### config.mk
export PLATFORM = sky130hd
export DESIGN_NAME = mac16_acc_ctrl
export DESIGN_NICKNAME = d
export VERILOG_FILES = /design/src/rtl/mac16_pkg.sv /design/src/rtl/Kogge_stone_32bit.sv /design/src/rtl/mac16_acc_ctrl.sv
export SDC_FILE = /design/constraint.sdc
export NUM_CORES = 1
export LEC_CHECK = 0
export CAP_MARGIN = 15
export CORE_MARGIN = 5
export CORE_UTILIZATION = 51
export DETAILED_ROUTE_END_ITERATION = 8
export PLACE_DENSITY = 0.85
export SYNTH_ARGS = -nofsm -noshare
export SYNTH_HDL_FRONTEND = slang
export SYNTH_HIERARCHICAL = 1
export SYNTH_SLANG_ARGS = --single-unit
### constraint.sdc
create_clock -name clk -period 4.4 [get_ports clk]
set_clock_uncertainty 0.1 [all_clocks]
set_input_delay 0.66 -clock clk [delete_from_list [all_inputs] [get_ports clk]]
set_output_delay 0.66 -clock clk [all_outputs]
set_load 0.02 [all_outputs]
### src/rtl/mac16_pkg.sv
// Shared definitions for the 16-bit MAC datapath: widths, FSM states and the
// saturation limits used by the accumulation controller.
package mac16_pkg;

   localparam int ACC_W  = 32;
   localparam int PROD_W = 32;

   typedef enum logic [1:0] {
      IDLE  = 2'd0,
      ACCUM = 2'd1,
      DONE  = 2'd2
   } acc_state_t;

   localparam logic [ACC_W-1:0] SAT_POS = 32'h7FFF_FFFF;
   localparam logic [ACC_W-1:0] SAT_NEG = 32'h8000_0000;

endpackage

### src/rtl/Kogge_stone_32bit.sv
// 32-bit Kogge-Stone parallel-prefix adder: sum = a + b + cin, with carry out.
// Five prefix levels (spans 1, 2, 4, 8, 16) over generate/propagate pairs.
module Kogge_stone_32bit (
   input  logic [31:0] a,
   input  logic [31:0] b,
   input  logic        cin,
   output logic [31:0] sum,
   output logic        cout
);

   logic [31:0]      p0;
   logic [5:0][31:0] gg;
   logic [4:0][31:0] pp;

   // Bit-level generate/propagate; cin is folded into bit 0's generate so the
   // prefix tree yields carries directly.
   assign p0       = a ^ b;
   assign pp[0]    = p0;
   assign gg[0][0] = (a[0] & b[0]) | (p0[0] & cin);
   assign gg[0][31:1] = a[31:1] & b[31:1];

   genvar l, i;
   for (l = 0; l < 5; l++) begin : g_lvl
      for (i = 0; i < 32; i++) begin : g_bit
         if (i >= (1 << l)) begin : g_comb
            assign gg[l+1][i] = gg[l][i] | (pp[l][i] & gg[l][i-(1<<l)]);
            if (l < 4) begin : g_p
               assign pp[l+1][i] = pp[l][i] & pp[l][i-(1<<l)];
            end
         end else begin : g_pass
            assign gg[l+1][i] = gg[l][i];
            if (l < 4) begin : g_p
               assign pp[l+1][i] = pp[l][i];
            end
         end
      end
   end

   // Carry into bit i is the group generate of bits [i-1:0].
   assign sum  = p0 ^ {gg[5][30:0], cin};
   assign cout = gg[5][31];

endmodule

### src/rtl/mac16_acc_ctrl.sv
// Accumulation controller: sums a programmed number of 32-bit products from
// the multiplier and presents the final sum on a valid/ready port.
// Optional feature macro: MAC_ACC_SAT_EN (saturate on signed overflow;
// default build wraps modulo 2^32 and only flags overflow).
module mac16_acc_ctrl
   import mac16_pkg::*;
#(
   parameter int LEN_W = 8
) (
   input  logic              clk,
   input  logic              rst_n,
   input  logic              start,
   input  logic [LEN_W-1:0]  len,
   input  logic              clr,
   input  logic              prod_valid,
   input  logic [PROD_W-1:0] prod,
   output logic              prod_ready,
   output logic              acc_valid,
   output logic [ACC_W-1:0]  acc_data,
   input  logic              acc_ready,
   output logic              busy,
   output logic              ovf
);

   acc_state_t       state, state_nxt;
   logic [ACC_W-1:0] acc, sum, acc_nxt;
   logic [LEN_W-1:0] cnt, len_q;
   logic             ovf_q;
   logic             beat, last_beat, beat_ovf;

   assign beat      = (state == ACCUM) && prod_valid;
   assign last_beat = beat && (cnt == len_q - LEN_W'(1));

   Kogge_stone_32bit u_add (
      .a    (acc),
      .b    (prod),
      .cin  (1'b0),
      .sum  (sum),
      .cout ()
   );

   // Signed overflow: operands agree in sign, result disagrees.
   assign beat_ovf = (acc[ACC_W-1] == prod[PROD_W-1]) && (sum[ACC_W-1] != acc[ACC_W-1]);

`ifdef MAC_ACC_SAT_EN
   // Clamp toward the sign of the operands on overflow.
   assign acc_nxt = beat_ovf ? (acc[ACC_W-1] ? SAT_NEG : SAT_POS) : sum;
`else
   assign acc_nxt = sum;
`endif

   // State register.
   always_ff @(posedge clk or negedge rst_n) begin
      if (!rst_n) state <= IDLE;
      else        state <= state_nxt;
   end

   // Next-state logic; clr overrides everything, including start.
   always_comb begin
      state_nxt = state;
      if (clr) begin
         state_nxt = IDLE;
      end else begin
         unique case (state)
            IDLE:    if (start) state_nxt = (len == '0) ? DONE : ACCUM;
            ACCUM:   if (last_beat) state_nxt = DONE;
            DONE:    if (acc_ready) state_nxt = IDLE;
            default: state_nxt = IDLE;
         endcase
      end
   end

   // Handshake/status outputs decoded from registered state only.
   always_comb begin
      prod_ready = (state == ACCUM);
      acc_valid  = (state == DONE);
      busy       = (state != IDLE);
   end

   // Accumulator, beat counter, latched length and sticky overflow.
   always_ff @(posedge clk or negedge rst_n) begin
      if (!rst_n) begin
         acc   <= '0;
         cnt   <= '0;
         len_q <= '0;
         ovf_q <= 1'b0;
      end else if (clr) begin
         acc   <= '0;
         cnt   <= '0;
         ovf_q <= 1'b0;
      end else begin
         unique case (state)
            IDLE: if (start) begin
               acc   <= '0;
               cnt   <= '0;
               ovf_q <= 1'b0;
               len_q <= len;
            end
            ACCUM: if (beat) begin
               acc <= acc_nxt;
               cnt <= cnt + LEN_W'(1);
               if (beat_ovf) ovf_q <= 1'b1;
            end
            default: ;
         endcase
      end
   end

   assign acc_data = acc;
   assign ovf      = ovf_q;

endmodule
After elaboration in Yosys (flattened, before gate mapping)
Cells that the tools add are included.
- bits in registers: 51
- output and inout bits: 36
- logic and storage cells: 394
- $add $sub $neg: 2
- eq/ne operators: 10
- mux-type cells: 19
- bitwise logic cells: 347
- reductions and logical operators: 11
- operators by type and width (operator ; number):
    1-bit bitwise AND ; 219
    1-bit bitwise OR ; 124
    32-bit two-way mux ; 3
    32-bit one-hot mux with 2 select lines ; 1
    32-bit XOR ; 2
    30-bit bitwise AND ; 1
    8-bit two-way mux ; 3
    8-bit one-hot mux with 2 select lines ; 1
    3-bit by 2-bit != test with 1-bit output, second input constant ; 4
    2-bit two-way mux ; 5
    3-bit AND reduction ; 3
    8-bit by 1-bit adder with 8-bit output, second input constant ; 1
    8-bit == test ; 1
    8-bit logical NOT ; 1
    8-bit by 1-bit subtractor with 8-bit output, second input constant ; 1
    2-bit one-hot mux with 3 select lines ; 1
    1-bit two-way mux ; 4
    4-bit AND reduction ; 1
    1-bit logical AND ; 3
    3-bit != test, second input constant ; 1
    3-bit nonzero test ; 1
    2-bit by 1-bit == test with 1-bit output, second input constant ; 1
    2-bit == test, second input constant ; 1
    2-bit logical NOT ; 1
    5 further kinds ; 5

Longest topological paths before layout
Gate-level depths: netlist of run 1.
- depth after elaboration: 17
- gate-level depth with buffers: 12

Cells and area by module
The synthesis of run 1 kept the hierarchy.
- modules (own cells, without submodules) (module ; instances ; cells an instance ; area an instance (sq um) ; sequential area each (sq um)):
    mac16_acc_ctrl ; 1 ; 190 ; 2272.2 ; 1276.2
    Kogge_stone_32bit ; 1 ; 234 ; 1727.9 ; 0.0

Least setup slack after synthesis of run 1
OpenSTA, ideal clock, no wires.
- kind: input to register
- start: input port prod[0]
- end: register acc[24], in the netlist acc_data[24]
- arrival: 3.055 ns
- required time: 4.179 ns
- path slack: 1.124 ns
- stages: 10
- path through: fa_1 > fa_1 > a21oi_2 > o211ai_2 > a211oi_4 > nor4_2 > or3_1 > a31oi_1 > xnor2_1 > a22o_1
- longest elaborated chain between the ends: 13
- RTL lines (what ; line ; source):
    start, declared ; mac16_acc_ctrl.sv:16 ; input logic [PROD_W-1:0] prod,
    1-bit bitwise AND ; Kogge_stone_32bit.sv:19 ; assign gg[0][0] = (a[0] & b[0]) | (p0[0] & cin);
    1-bit bitwise AND ; Kogge_stone_32bit.sv:26 ; assign gg[l+1][i] = gg[l][i] | (pp[l][i] & gg[l][i-(1<<l)]);
    1-bit bitwise OR ; Kogge_stone_32bit.sv:26 ;
    1-bit bitwise AND ; Kogge_stone_32bit.sv:26 ;
    1-bit bitwise OR ; Kogge_stone_32bit.sv:26 ;
    1-bit bitwise AND ; Kogge_stone_32bit.sv:26 ;
    1-bit bitwise OR ; Kogge_stone_32bit.sv:26 ;
    1-bit bitwise AND ; Kogge_stone_32bit.sv:26 ;
    1-bit bitwise OR ; Kogge_stone_32bit.sv:26 ;
    32-bit XOR ; Kogge_stone_32bit.sv:40 ; assign sum = p0 ^ {gg[5][30:0], cin};
    via acc_nxt[24] ; mac16_acc_ctrl.sv:26 ; logic [ACC_W-1:0] acc, sum, acc_nxt;
    32-bit two-way mux ; mac16_acc_ctrl.sv:99 ; ACCUM: if (beat) begin
    32-bit one-hot mux with 2 select lines ; mac16_acc_ctrl.sv:92 ; unique case (state)
    32-bit two-way mux ; mac16_acc_ctrl.sv:87 ; end else if (clr) begin
    end signal, assigned ; mac16_acc_ctrl.sv:100 ; acc <= acc_nxt;
    end, declared ; mac16_acc_ctrl.sv:26 ;
The timed path passes the listed nets, and every way through them passes these cells. The select of a mux whose other input is x is not followed.
A chain may end at the register's enable or synchronous reset.

Final worst setup path of run 1
Same ends and word-level chain as after synthesis.

==> flow_results.xml, run 1 <==
<?xml version="1.0" encoding="UTF-8"?>
<metrics>
  <group name="setup_path">
    <metric name="critical_path_required" unit="ns">4.50</metric>
    <metric name="critPathTopFamily" unit="">compound AO/OA/AOI/OAI gates</metric>
    <metric name="end_kind" unit="">register</metric>
    <metric name="worst-path-max-fanout" unit="">5</metric>
    <metric name="timing.critical_path.buf_inv" unit="">1</metric>
    <metric name="setup.worst_path.start_class" unit="">input port</metric>
    <metric name="reg2reg_setup_slack" unit="ns">1.16</metric>
    <metric name="worstSetupPathType" unit="">input port to register</metric>
    <metric name="crit_path_max_incr_delay" unit="ns">0.45</metric>
    <metric name="cpMaxStageDelayCell" unit="">fa_1</metric>
    <metric name="cp_cell_sequence" unit="">clkdlybuf4s50_1, fa_1, fa_1, a21oi_2, o211ai_2, a211oi_4, nor4_2, or3_1, a31oi_1, xnor2_1, a22o_1</metric>
    <metric name="critPathArrivalTime" unit="ns">3.66</metric>
    <metric name="path_common_cell" unit="">fa_1</metric>
  </group>
  <group name="timing">
    <metric name="rsz0062_at_grt" unit="">false</metric>
    <metric name="worstMarginPinSlew" unit="ns">0.8110</metric>
    <metric name="setup-violations-final" unit="">0</metric>
    <metric name="maxClockFrequency" unit="MHz">281.0</metric>
    <metric name="slew_headroom" unit="%">45.36</metric>
    <metric name="hold_violations" unit="">0</metric>
    <metric name="tns" unit="ns">0</metric>
    <metric name="total_count_of_max_transition_violations_in_the_final_report" unit="">0</metric>
    <metric name="timing.final.crit_share" unit="%">80.88</metric>
    <metric name="final.setup.worst_slack" unit="ns">0.8412</metric>
    <metric name="finalWorstPathRequiredPeriod" unit="ns">3.559</metric>
  </group>
  <group name="die">
    <metric name="die_width" unit="um">98.19</metric>
    <metric name="core.rowCount" unit="">32</metric>
    <metric name="die_area" unit="um2">9640</metric>
    <metric name="placeableCoreArea" unit="um2">7647</metric>
    <metric name="floorplan.die.height" unit="um">98.19</metric>
    <metric name="initial_utilization" unit="%">51.87</metric>
    <metric name="num_io_pins" unit="">82</metric>
  </group>
  <group name="cts">
    <metric name="root_buffer" unit="">clkbuf_8</metric>
    <metric name="insertion_delay" unit="ns">0.31</metric>
    <metric name="clockBufferDepth" unit="">2</metric>
    <metric name="inserted_clock_buffers" unit="">5</metric>
    <metric name="holdBufCountCts" unit="">0</metric>
    <metric name="clk_pin_slew_worst_paths" unit="ns">0.10</metric>
    <metric name="cts_tree" unit="">done</metric>
    <metric name="post_cts_setup_buffers" unit="">0</metric>
    <metric name="postCtsResizedCells" unit="">0</metric>
    <metric name="cts.sink_count" unit="">51</metric>
    <metric name="htreeDepth" unit="">2</metric>
  </group>
  <group name="placed_design">
    <metric name="hpwlAfterDp" unit="mm">7.693</metric>
    <metric name="gpl.final_weighted_congestion" unit="">0.9032</metric>
    <metric name="place_area" unit="um2">4843</metric>
    <metric name="preCtsSetupSlack" unit="ns">0.5175</metric>
    <metric name="port_buffers" unit="">81</metric>
  </group>
  <group name="synth">
    <metric name="synth_area" unit="um2">3966</metric>
    <metric name="synth-warning-count" unit="">6</metric>
    <metric name="netlist_instances" unit="">420</metric>
    <metric name="avgSynthCellArea" unit="um2">9.444</metric>
    <metric name="synthesis.nets" unit="">501</metric>
  </group>
  <group name="drt">
    <metric name="detailroute.via_count" unit="">3580</metric>
    <metric name="drt_pre_antenna_iters" unit="">5</metric>
    <metric name="drc" unit="">0</metric>
    <metric name="drt.antenna.violating_nets" unit="">0</metric>
    <metric name="viasPerCell" unit="">5.987</metric>
    <metric name="wl" unit="mm">10.09</metric>
    <metric name="dr.first_iter.drc_count" unit="">130</metric>
    <metric name="routedWlPerCell" unit="um">16.87</metric>
  </group>
  <group name="worst_hold_path">
    <metric name="hold_path_class" unit="">input port to asynchronous set/reset pin</metric>
  </group>
  <group name="global_route">
    <metric name="initial_antenna_violation_count" unit="">0</metric>
    <metric name="first_global_vias" unit="">3688</metric>
    <metric name="total_routing_usage_reported_by_global_routing" unit="%">21.05</metric>
    <metric name="grt.overflow.total" unit="">0</metric>
    <metric name="first_pass_grt_wire_length" unit="mm">17.06</metric>
    <metric name="largest_net_degree_at_the_start_of_global_routing" unit="">52</metric>
  </group>
  <group name="layout">
    <metric name="multiInputGateArea" unit="um2">2562</metric>
    <metric name="final_layout_size_suffix_gt1_share" unit="%">8.065</metric>
    <metric name="area_delta_synth_final" unit="%">25.02</metric>
    <metric name="sequential_cell_area" unit="um2">1276</metric>
    <metric name="antenna_cells_inserted" unit="">0</metric>
    <metric name="design.final.nets" unit="">576</metric>
    <metric name="filler_cell_count" unit="">651</metric>
    <metric name="finish.utilization" unit="%">64.84</metric>
    <metric name="final_area" unit="um2">4959</metric>
  </group>
  <group name="pwr">
    <metric name="total_leakage_power" unit="nW">2.255</metric>
    <metric name="vdd.ir_drop.worst" unit="uV">173.7</metric>
    <metric name="pwr_density_cell" unit="nW/um2">257.3</metric>
    <metric name="p_total" unit="mW">1.276</metric>
  </group>
  <group name="outcome">
    <metric name="run_status" unit="">complete, no violations</metric>
  </group>
  <group name="flow_run">
    <metric name="max-cap-violations" unit="">0</metric>
  </group>
</metrics>
[per-stage QoR]
step                      instances  hold slack, ns
after floorplan                 420          0.2644
after global placement          590          0.4120
after detailed placement        590          0.4251
after CTS                       598          0.3811
after global routing            598          0.4100
final                           598          0.3501
[state kept, by name (all words and copies together), names as in the netlist]
register / flops
acc_data: 32
cnt: 8
len_q: 8
state: 2
ovf: 1
[where the power goes]
part	switching, mW	internal [mW]
Sequential	0.0321	0.498
Combinational	0.209	0.194
Clock	0.171	0.172
Total	0.412	0.864
[layout make-up]
type | count | area share (%)
clock buffers | 5 | 1.388
clock inverters | 3 | 0.9336
multi-input cells | 340 | 51.68
well taps | 102 | 2.574
flip-flops and latches | 51 | 25.74
inverters | 13 | 0.9841
repair buffers | 84 | 16.70
[cell usage in the layout, fill, tap and decap left out, drive strengths merged, types with 3 or more instances in the layout]
cell           count
nor4               5
a22o              33
clkdlybuf4s50     80
o31ai              6
xnor2             30
a21o              15
a21oi             35
and2               3
inv               14
nor2              25
nor2b              4
nand2             26
clkbuf             5
or3                5
o21bai            10
o21a               4
mux2               7
ha                33
buf                4
and3               6
nor3               6
a31oi              4
xor2              12
o21ai             20
dfrtp             51
a211oi             5
nand4              7
o22ai              4
nand3             10
[worst paths after layout]
check / start / end / cells past startpoint
worst max-delay path: prod[0] / acc_data[24] / 11
worst min-delay path: rst_n / len_q[2] / 2
worst max register to register: acc_data[0] / acc_data[24] / 10
worst min register to register: cnt[6] / cnt[6] / 1
max in group asynchronous: rst_n / acc_data[30] / 2
min in group clk: cnt[6] / cnt[6] / 1
[metal layers]
metal | vias up | wire length, um | track usage [%]
met3 | 23 | 507 | 4.500
li1 | 1715 | - | -
met1 | 1734 | 4387 | 26.34
met2 | 108 | 4972 | 35.92
met5 | - | 0 | 0
met4 | 0 | 223 | 7.458
Note: power is estimated with default switching activity, not from simulation.
==> run 2, diff against run 1 <==
Clock period 4.4 ns to 3.55 ns, I/O delays scaled along.
==> run 2 against run 1 <==
Against the previous run: clock power grew 29%; worst hold slack got worse by 0.18 ns; global-route usage is essentially flat; die area unchanged; worst setup slack got worse by 0.64 ns.
==> flow_results.xml, run 2 (synthesis gave the netlist of run 1 again) <==
<?xml version="1.0" encoding="UTF-8"?>
<metrics>
  <group name="drt">
    <metric name="met2RoutedLength" unit="mm">5.005</metric>
    <metric name="drc" unit="">0</metric>
    <metric name="drt.antenna.violating_nets" unit="">0</metric>
    <metric name="routed-wl-met3" unit="um">571</metric>
    <metric name="routedWlPerCell" unit="um">16.81</metric>
    <metric name="highest_routed_metal_layer" unit="">met4</metric>
    <metric name="m1WireLength" unit="mm">4.420</metric>
    <metric name="detailroute.via_count" unit="">3624</metric>
    <metric name="viasPerCell" unit="">6.000</metric>
    <metric name="drt_pre_antenna_iters" unit="">5</metric>
    <metric name="dr.first_iter.drc_count" unit="">182</metric>
    <metric name="wl" unit="mm">10.16</metric>
  </group>
  <group name="setup_path">
    <metric name="critical_path_required" unit="ns">3.65</metric>
    <metric name="path_common_cell" unit="">fa_1</metric>
    <metric name="worstSetupPathType" unit="">input port to register</metric>
    <metric name="critPathLaunch" unit="">prod[0]</metric>
    <metric name="r2r_start" unit="">acc_data[0]</metric>
    <metric name="crit_path_max_incr_delay" unit="ns">0.44</metric>
    <metric name="setup.worst_path.start_class" unit="">input port</metric>
    <metric name="timing.critical_path.buf_inv" unit="">1</metric>
    <metric name="worst-path-max-fanout" unit="">3</metric>
    <metric name="critPathArrivalTime" unit="ns">3.45</metric>
    <metric name="critPathTopFamily" unit="">compound AO/OA/AOI/OAI gates</metric>
    <metric name="reg2reg_setup_slack" unit="ns">0.40</metric>
    <metric name="end_kind" unit="">register</metric>
    <metric name="cp_cell_sequence" unit="">clkdlybuf4s50_1, fa_1, fa_1, a21oi_2, o211ai_2, a211oi_4, nor4_2, or3_1, a31oi_1, xnor2_1, a22o_1</metric>
    <metric name="cpMaxStageDelayCell" unit="">fa_1</metric>
  </group>
  <group name="layout">
    <metric name="filler_cell_count" unit="">607</metric>
    <metric name="design.final.nets" unit="">582</metric>
    <metric name="largest_reg_flops" unit="">32</metric>
    <metric name="final_layout_size_suffix_gt1_share" unit="%">9.163</metric>
    <metric name="antenna_cells_inserted" unit="">0</metric>
    <metric name="area_delta_synth_final" unit="%">26.31</metric>
    <metric name="final_area" unit="um2">5010</metric>
    <metric name="final_common_cell" unit="">clkdlybuf4s50_1</metric>
    <metric name="most_frequent_cells_in_the_layout" unit="">clkdlybuf4s50_1, dfrtp_1, a22o_1, ha_1, a21oi_1</metric>
    <metric name="fin_cells" unit="">604</metric>
  </group>
  <group name="timing">
    <metric name="finalWorstPathRequiredPeriod" unit="ns">3.348</metric>
    <metric name="maxClockFrequency" unit="MHz">298.7</metric>
    <metric name="worstMarginPinSlew" unit="ns">0.7733</metric>
    <metric name="slew_headroom" unit="%">47.90</metric>
    <metric name="timing.final.crit_share" unit="%">94.30</metric>
    <metric name="tns" unit="ns">0</metric>
    <metric name="final.hold.worst_slack" unit="ns">0.1656</metric>
    <metric name="hold_violations" unit="">0</metric>
    <metric name="total_count_of_max_transition_violations_in_the_final_report" unit="">0</metric>
    <metric name="rsz0062_at_grt" unit="">false</metric>
    <metric name="setup-violations-final" unit="">0</metric>
  </group>
  <group name="cts">
    <metric name="insertion_delay" unit="ns">0.31</metric>
    <metric name="clockBufferDepth" unit="">2</metric>
    <metric name="htreeDepth" unit="">2</metric>
    <metric name="post_cts_setup_buffers" unit="">0</metric>
    <metric name="holdBufCountCts" unit="">0</metric>
    <metric name="inserted_clock_buffers" unit="">5</metric>
    <metric name="root_buffer" unit="">clkbuf_8</metric>
    <metric name="clk_pin_slew_worst_paths" unit="ns">0.10</metric>
    <metric name="postCtsResizedCells" unit="">0</metric>
    <metric name="cts.sink_count" unit="">51</metric>
    <metric name="cts_tree" unit="">done</metric>
  </group>
  <group name="die">
    <metric name="placeableCoreArea" unit="um2">7647</metric>
    <metric name="die_area" unit="um2">9640</metric>
    <metric name="die_width" unit="um">98.19</metric>
    <metric name="core.rowCount" unit="">32</metric>
    <metric name="initial_utilization" unit="%">51.87</metric>
    <metric name="num_io_pins" unit="">82</metric>
    <metric name="floorplan.die.height" unit="um">98.19</metric>
  </group>
  <group name="placed_design">
    <metric name="port_buffers" unit="">81</metric>
    <metric name="place_area" unit="um2">4888</metric>
    <metric name="hpwlAfterDp" unit="mm">7.781</metric>
    <metric name="gpl.final_weighted_congestion" unit="">0.9463</metric>
    <metric name="dp_cells" unit="">596</metric>
  </group>
  <group name="pwr">
    <metric name="vdd.ir_drop.worst" unit="uV">189.5</metric>
    <metric name="pwr_density_cell" unit="nW/um2">320.5</metric>
    <metric name="total_leakage_power" unit="nW">2.290</metric>
  </group>
  <group name="global_route">
    <metric name="first_pass_grt_wire_length" unit="mm">17.11</metric>
    <metric name="largest_net_degree_at_the_start_of_global_routing" unit="">36</metric>
    <metric name="grt.overflow.total" unit="">0</metric>
    <metric name="total_routing_usage_reported_by_global_routing" unit="%">21.05</metric>
    <metric name="initial_antenna_violation_count" unit="">0</metric>
    <metric name="first_global_vias" unit="">3621</metric>
  </group>
  <group name="worst_hold_path">
    <metric name="hold_path_class" unit="">input port to asynchronous set/reset pin</metric>
  </group>
  <group name="outcome">
    <metric name="run_status" unit="">complete, no violations</metric>
  </group>
  <group name="flow_run">
    <metric name="max-cap-violations" unit="">0</metric>
  </group>
</metrics>
## run 2: changes by cell type in the layout (fill, tap and decap cells not counted)
cell,before,now
buf_4,3,9
clkbuf_8,5,6
clkinvlp_4,1,0
## run 2: per-layer routing
| metal | global-route usage, % | vias up |
|---|---|---|
| li1 | - | 1718 |
| met1 | 27.65 | 1747 |
| met2 | 35.81 | 144 |
| met3 | 3.500 | 15 |
| met4 | 6.092 | 0 |
| met5 | 0 | - |
## run 2: final timing paths
kind,end,cells past startpoint
setup / recovery,acc_data[24],11
hold reg to reg,cnt[6],1
max in group asynchronous,cnt[5],2
setup reg to reg,acc_data[24],10
hold / removal,len_q[2],1
min in group clk,cnt[6],1
## run 2: per-stage QoR
stage,utilization [%],setup WS [ns],power [mW]
finish,65.51,0.2022,1.606
floorplan,-,0.4013,0.9906
global route,65.51,0.06230,1.689
global placement,63.92,-0.08650,1.157
CTS,65.51,0.2082,1.616
detailed placement,63.92,-0.1138,1.172
## run 2: where the power goes
part | switching, mW | internal [mW]
Sequential | 0.0407 | 0.617
Combinational | 0.261 | 0.245
Clock | 0.209 | 0.232
Total | 0.511 | 1.09
## run 2: layout make-up
type	instances	area (um2)	share of cell area, %
Clock buffer	6	82.58	1.648
Inverter	13	48.80	0.9740
Tap cell	102	127.6	2.547
Clock inverter	2	38.79	0.7742
Timing Repair Buffer	90	873.3	17.43
Multi-Input combinational cell	340	2562	51.15
Sequential cell	51	1276	25.47
==> run 3, diff against run 2 <==
Settings changed: CORE_MARGIN 5 to 2, SETUP_SLACK_MARGIN set to 0.5.
==> run 3 against run 2 <==
Against the previous run: non-clock buffer count up 4; sequential share of layout area is 0.32 points lower; clock power decreased by 23%; power down 5.5%; global-route usage grew 2.9 points; register-to-register slack improved by 0.22 ns; combinational power grew 3%; first-iteration DRC count up 3.3%; core utilization is 0.83 points higher; critical path type unchanged; largest cell class unchanged.
==> flow_results.xml, run 3 (synthesis gave the netlist of run 1 again) <==
<?xml version="1.0" encoding="UTF-8"?>
<metrics>
  <group name="drt">
    <metric name="wl" unit="mm">10.05</metric>
    <metric name="dr.first_iter.drc_count" unit="">188</metric>
    <metric name="viasPerCell" unit="">5.909</metric>
    <metric name="routedWlPerCell" unit="um">16.56</metric>
    <metric name="drt.antenna.violating_nets" unit="">0</metric>
    <metric name="detailroute.via_count" unit="">3587</metric>
    <metric name="drc" unit="">0</metric>
    <metric name="drt_pre_antenna_iters" unit="">5</metric>
  </group>
  <group name="timing">
    <metric name="setup-violations-final" unit="">0</metric>
    <metric name="timing.final.crit_share" unit="%">83.15</metric>
    <metric name="worstMarginPinSlew" unit="ns">0.7660</metric>
    <metric name="maxClockFrequency" unit="MHz">338.8</metric>
    <metric name="tns" unit="ns">0</metric>
    <metric name="total_count_of_max_transition_violations_in_the_final_report" unit="">0</metric>
    <metric name="finalWorstPathRequiredPeriod" unit="ns">2.952</metric>
    <metric name="hold_violations" unit="">0</metric>
    <metric name="slew_headroom" unit="%">48.93</metric>
    <metric name="rsz0062_at_grt" unit="">true</metric>
    <metric name="final.hold.worst_slack" unit="ns">0.1951</metric>
  </group>
  <group name="setup_path">
    <metric name="setup.worst_path.start_class" unit="">input port</metric>
    <metric name="worstSetupPathType" unit="">input port to register</metric>
    <metric name="worst-path-max-fanout" unit="">3</metric>
    <metric name="critical_path_required" unit="ns">3.65</metric>
    <metric name="end_kind" unit="">register</metric>
    <metric name="critPathLaunch" unit="">prod[0]</metric>
    <metric name="critPathArrivalTime" unit="ns">3.05</metric>
    <metric name="r2r_start" unit="">acc_data[0]</metric>
  </group>
  <group name="die">
    <metric name="placeableCoreArea" unit="um2">7647</metric>
    <metric name="initial_utilization" unit="%">51.87</metric>
    <metric name="die_area" unit="um2">8498</metric>
    <metric name="floorplan.die.height" unit="um">92.19</metric>
    <metric name="die_width" unit="um">92.19</metric>
    <metric name="num_io_pins" unit="">82</metric>
    <metric name="core.rowCount" unit="">32</metric>
  </group>
  <group name="cts">
    <metric name="clockBufferDepth" unit="">2</metric>
    <metric name="htreeDepth" unit="">2</metric>
    <metric name="inserted_clock_buffers" unit="">5</metric>
    <metric name="clk_pin_slew_worst_paths" unit="ns">0.10</metric>
    <metric name="root_buffer" unit="">clkbuf_8</metric>
    <metric name="insertion_delay" unit="ns">0.30</metric>
    <metric name="cts_tree" unit="">done</metric>
    <metric name="holdBufCountCts" unit="">0</metric>
    <metric name="cts.sink_count" unit="">51</metric>
  </group>
  <group name="worst_hold_path">
    <metric name="hold_path_class" unit="">input port to asynchronous set/reset pin</metric>
  </group>
  <group name="layout">
    <metric name="final_layout_size_suffix_gt1_share" unit="%">11.29</metric>
    <metric name="finish.utilization" unit="%">66.34</metric>
    <metric name="area_delta_synth_final" unit="%">27.92</metric>
    <metric name="largest_reg_flops" unit="">32</metric>
    <metric name="most_frequent_cells_in_the_layout" unit="">clkdlybuf4s50_1, dfrtp_1, a22o_1, ha_1</metric>
    <metric name="final_area" unit="um2">5074</metric>
    <metric name="design.final.nets" unit="">586</metric>
    <metric name="final_common_cell" unit="">clkdlybuf4s50_1</metric>
    <metric name="antenna_cells_inserted" unit="">0</metric>
  </group>
  <group name="pwr">
    <metric name="total_leakage_power" unit="nW">2.289</metric>
    <metric name="p_total" unit="mW">1.517</metric>
    <metric name="pwr_density_cell" unit="nW/um2">298.9</metric>
    <metric name="vdd.ir_drop.worst" unit="uV">189.6</metric>
  </group>
  <group name="placed_design">
    <metric name="gpl.final_weighted_congestion" unit="">0.9086</metric>
    <metric name="hpwlAfterDp" unit="mm">7.522</metric>
    <metric name="port_buffers" unit="">81</metric>
    <metric name="place_area" unit="um2">4893</metric>
  </group>
  <group name="global_route">
    <metric name="first_global_vias" unit="">3665</metric>
    <metric name="first_pass_grt_wire_length" unit="mm">16.75</metric>
    <metric name="grt.overflow.total" unit="">0</metric>
    <metric name="initial_antenna_violation_count" unit="">0</metric>
    <metric name="largest_net_degree_at_the_start_of_global_routing" unit="">36</metric>
    <metric name="total_routing_usage_reported_by_global_routing" unit="%">23.96</metric>
  </group>
  <group name="flow_run">
    <metric name="max-cap-violations" unit="">0</metric>
  </group>
  <group name="outcome">
    <metric name="run_status" unit="">complete, no violations</metric>
  </group>
</metrics>
[run 3: cell count changes in the layout (fill, tap and decap cells not counted), sizes merged]
| cell | previous run | this run |
|---|---|---|
| buf | 10 | 14 |
| clkdlybuf4s50 | 80 | 79 |
| bufinv | 1 | 0 |
| dlygate4sd2 | 0 | 1 |
| clkinv | 0 | 2 |
| inv | 14 | 13 |
| clkbuf | 6 | 5 |
[run 3: metrics by stage]
stage / std cells / setup slack [ns]
2_1_floorplan: 420 / 0.5190
3_3_place_gp: 596 / -0.01201
3_5_place_dp: 596 / -0.04344
4_1_cts: 606 / 0.5239
5_1_grt: 607 / 0.4611
6_report: 607 / 0.5983
[run 3: metal layers]
metal  vias to the layer above  GRT usage, %  routed length, um
li1                       1724             -                  -
met1                      1739         31.26               4543
met2                       111         41.85               4986
met3                        13         2.794                382
met4                         0         6.965                140
met5                         -             0                  0
[run 3: path summary, 6_finish.rpt]
kind | to | cells after the start | slack, ns
setup / recovery | acc_data[24] | 11 | 0.60
hold / removal | len_q[3] | 1 | 0.20
setup reg to reg | acc_data[24] | 10 | 0.62
hold reg to reg | cnt[6] | 1 | 0.44
max in group asynchronous | acc_data[20] | 2 | 2.40
min in group clk | cnt[6] | 1 | 0.44
[run 3: timing repair]
item                                    4_1_cts  5_1_grt
endpoints found under the setup margin        6        9
pin swaps                                     9       12
cloned                                        0        0
resized for setup                             2       11
setup buffers                                 3        1
[run 3: report_power, final]
| group | internal, mW | switching (mW) | total, mW |
|---|---|---|---|
| clock | 0.136 | 0.202 | 0.338 |
| sequential | 0.617 | 0.0399 | 0.657 |
| combinational | 0.252 | 0.270 | 0.522 |
[run 3: cell type report]
class,count,area [um2]
Clock buffer,5,68.82
Sequential cell,51,1276
Multi-Input combinational cell,340,2636
Inverter,13,48.80
Tap cell,102,127.6
Clock inverter,2,13.76
Fill cell,598,2574
Timing Repair Buffer,94,902.1
[run 3: worst max-delay path: stages]
cell,delay (ns)
dlygate4sd2_1,0.24
fa_2,0.36
fa_2,0.40
a21oi_4,0.17
o211ai_4,0.11
a211oi_4,0.39
nor4_4,0.08
or3_1,0.31
a31oi_1,0.20
xnor2_1,0.08
a22o_1,0.17
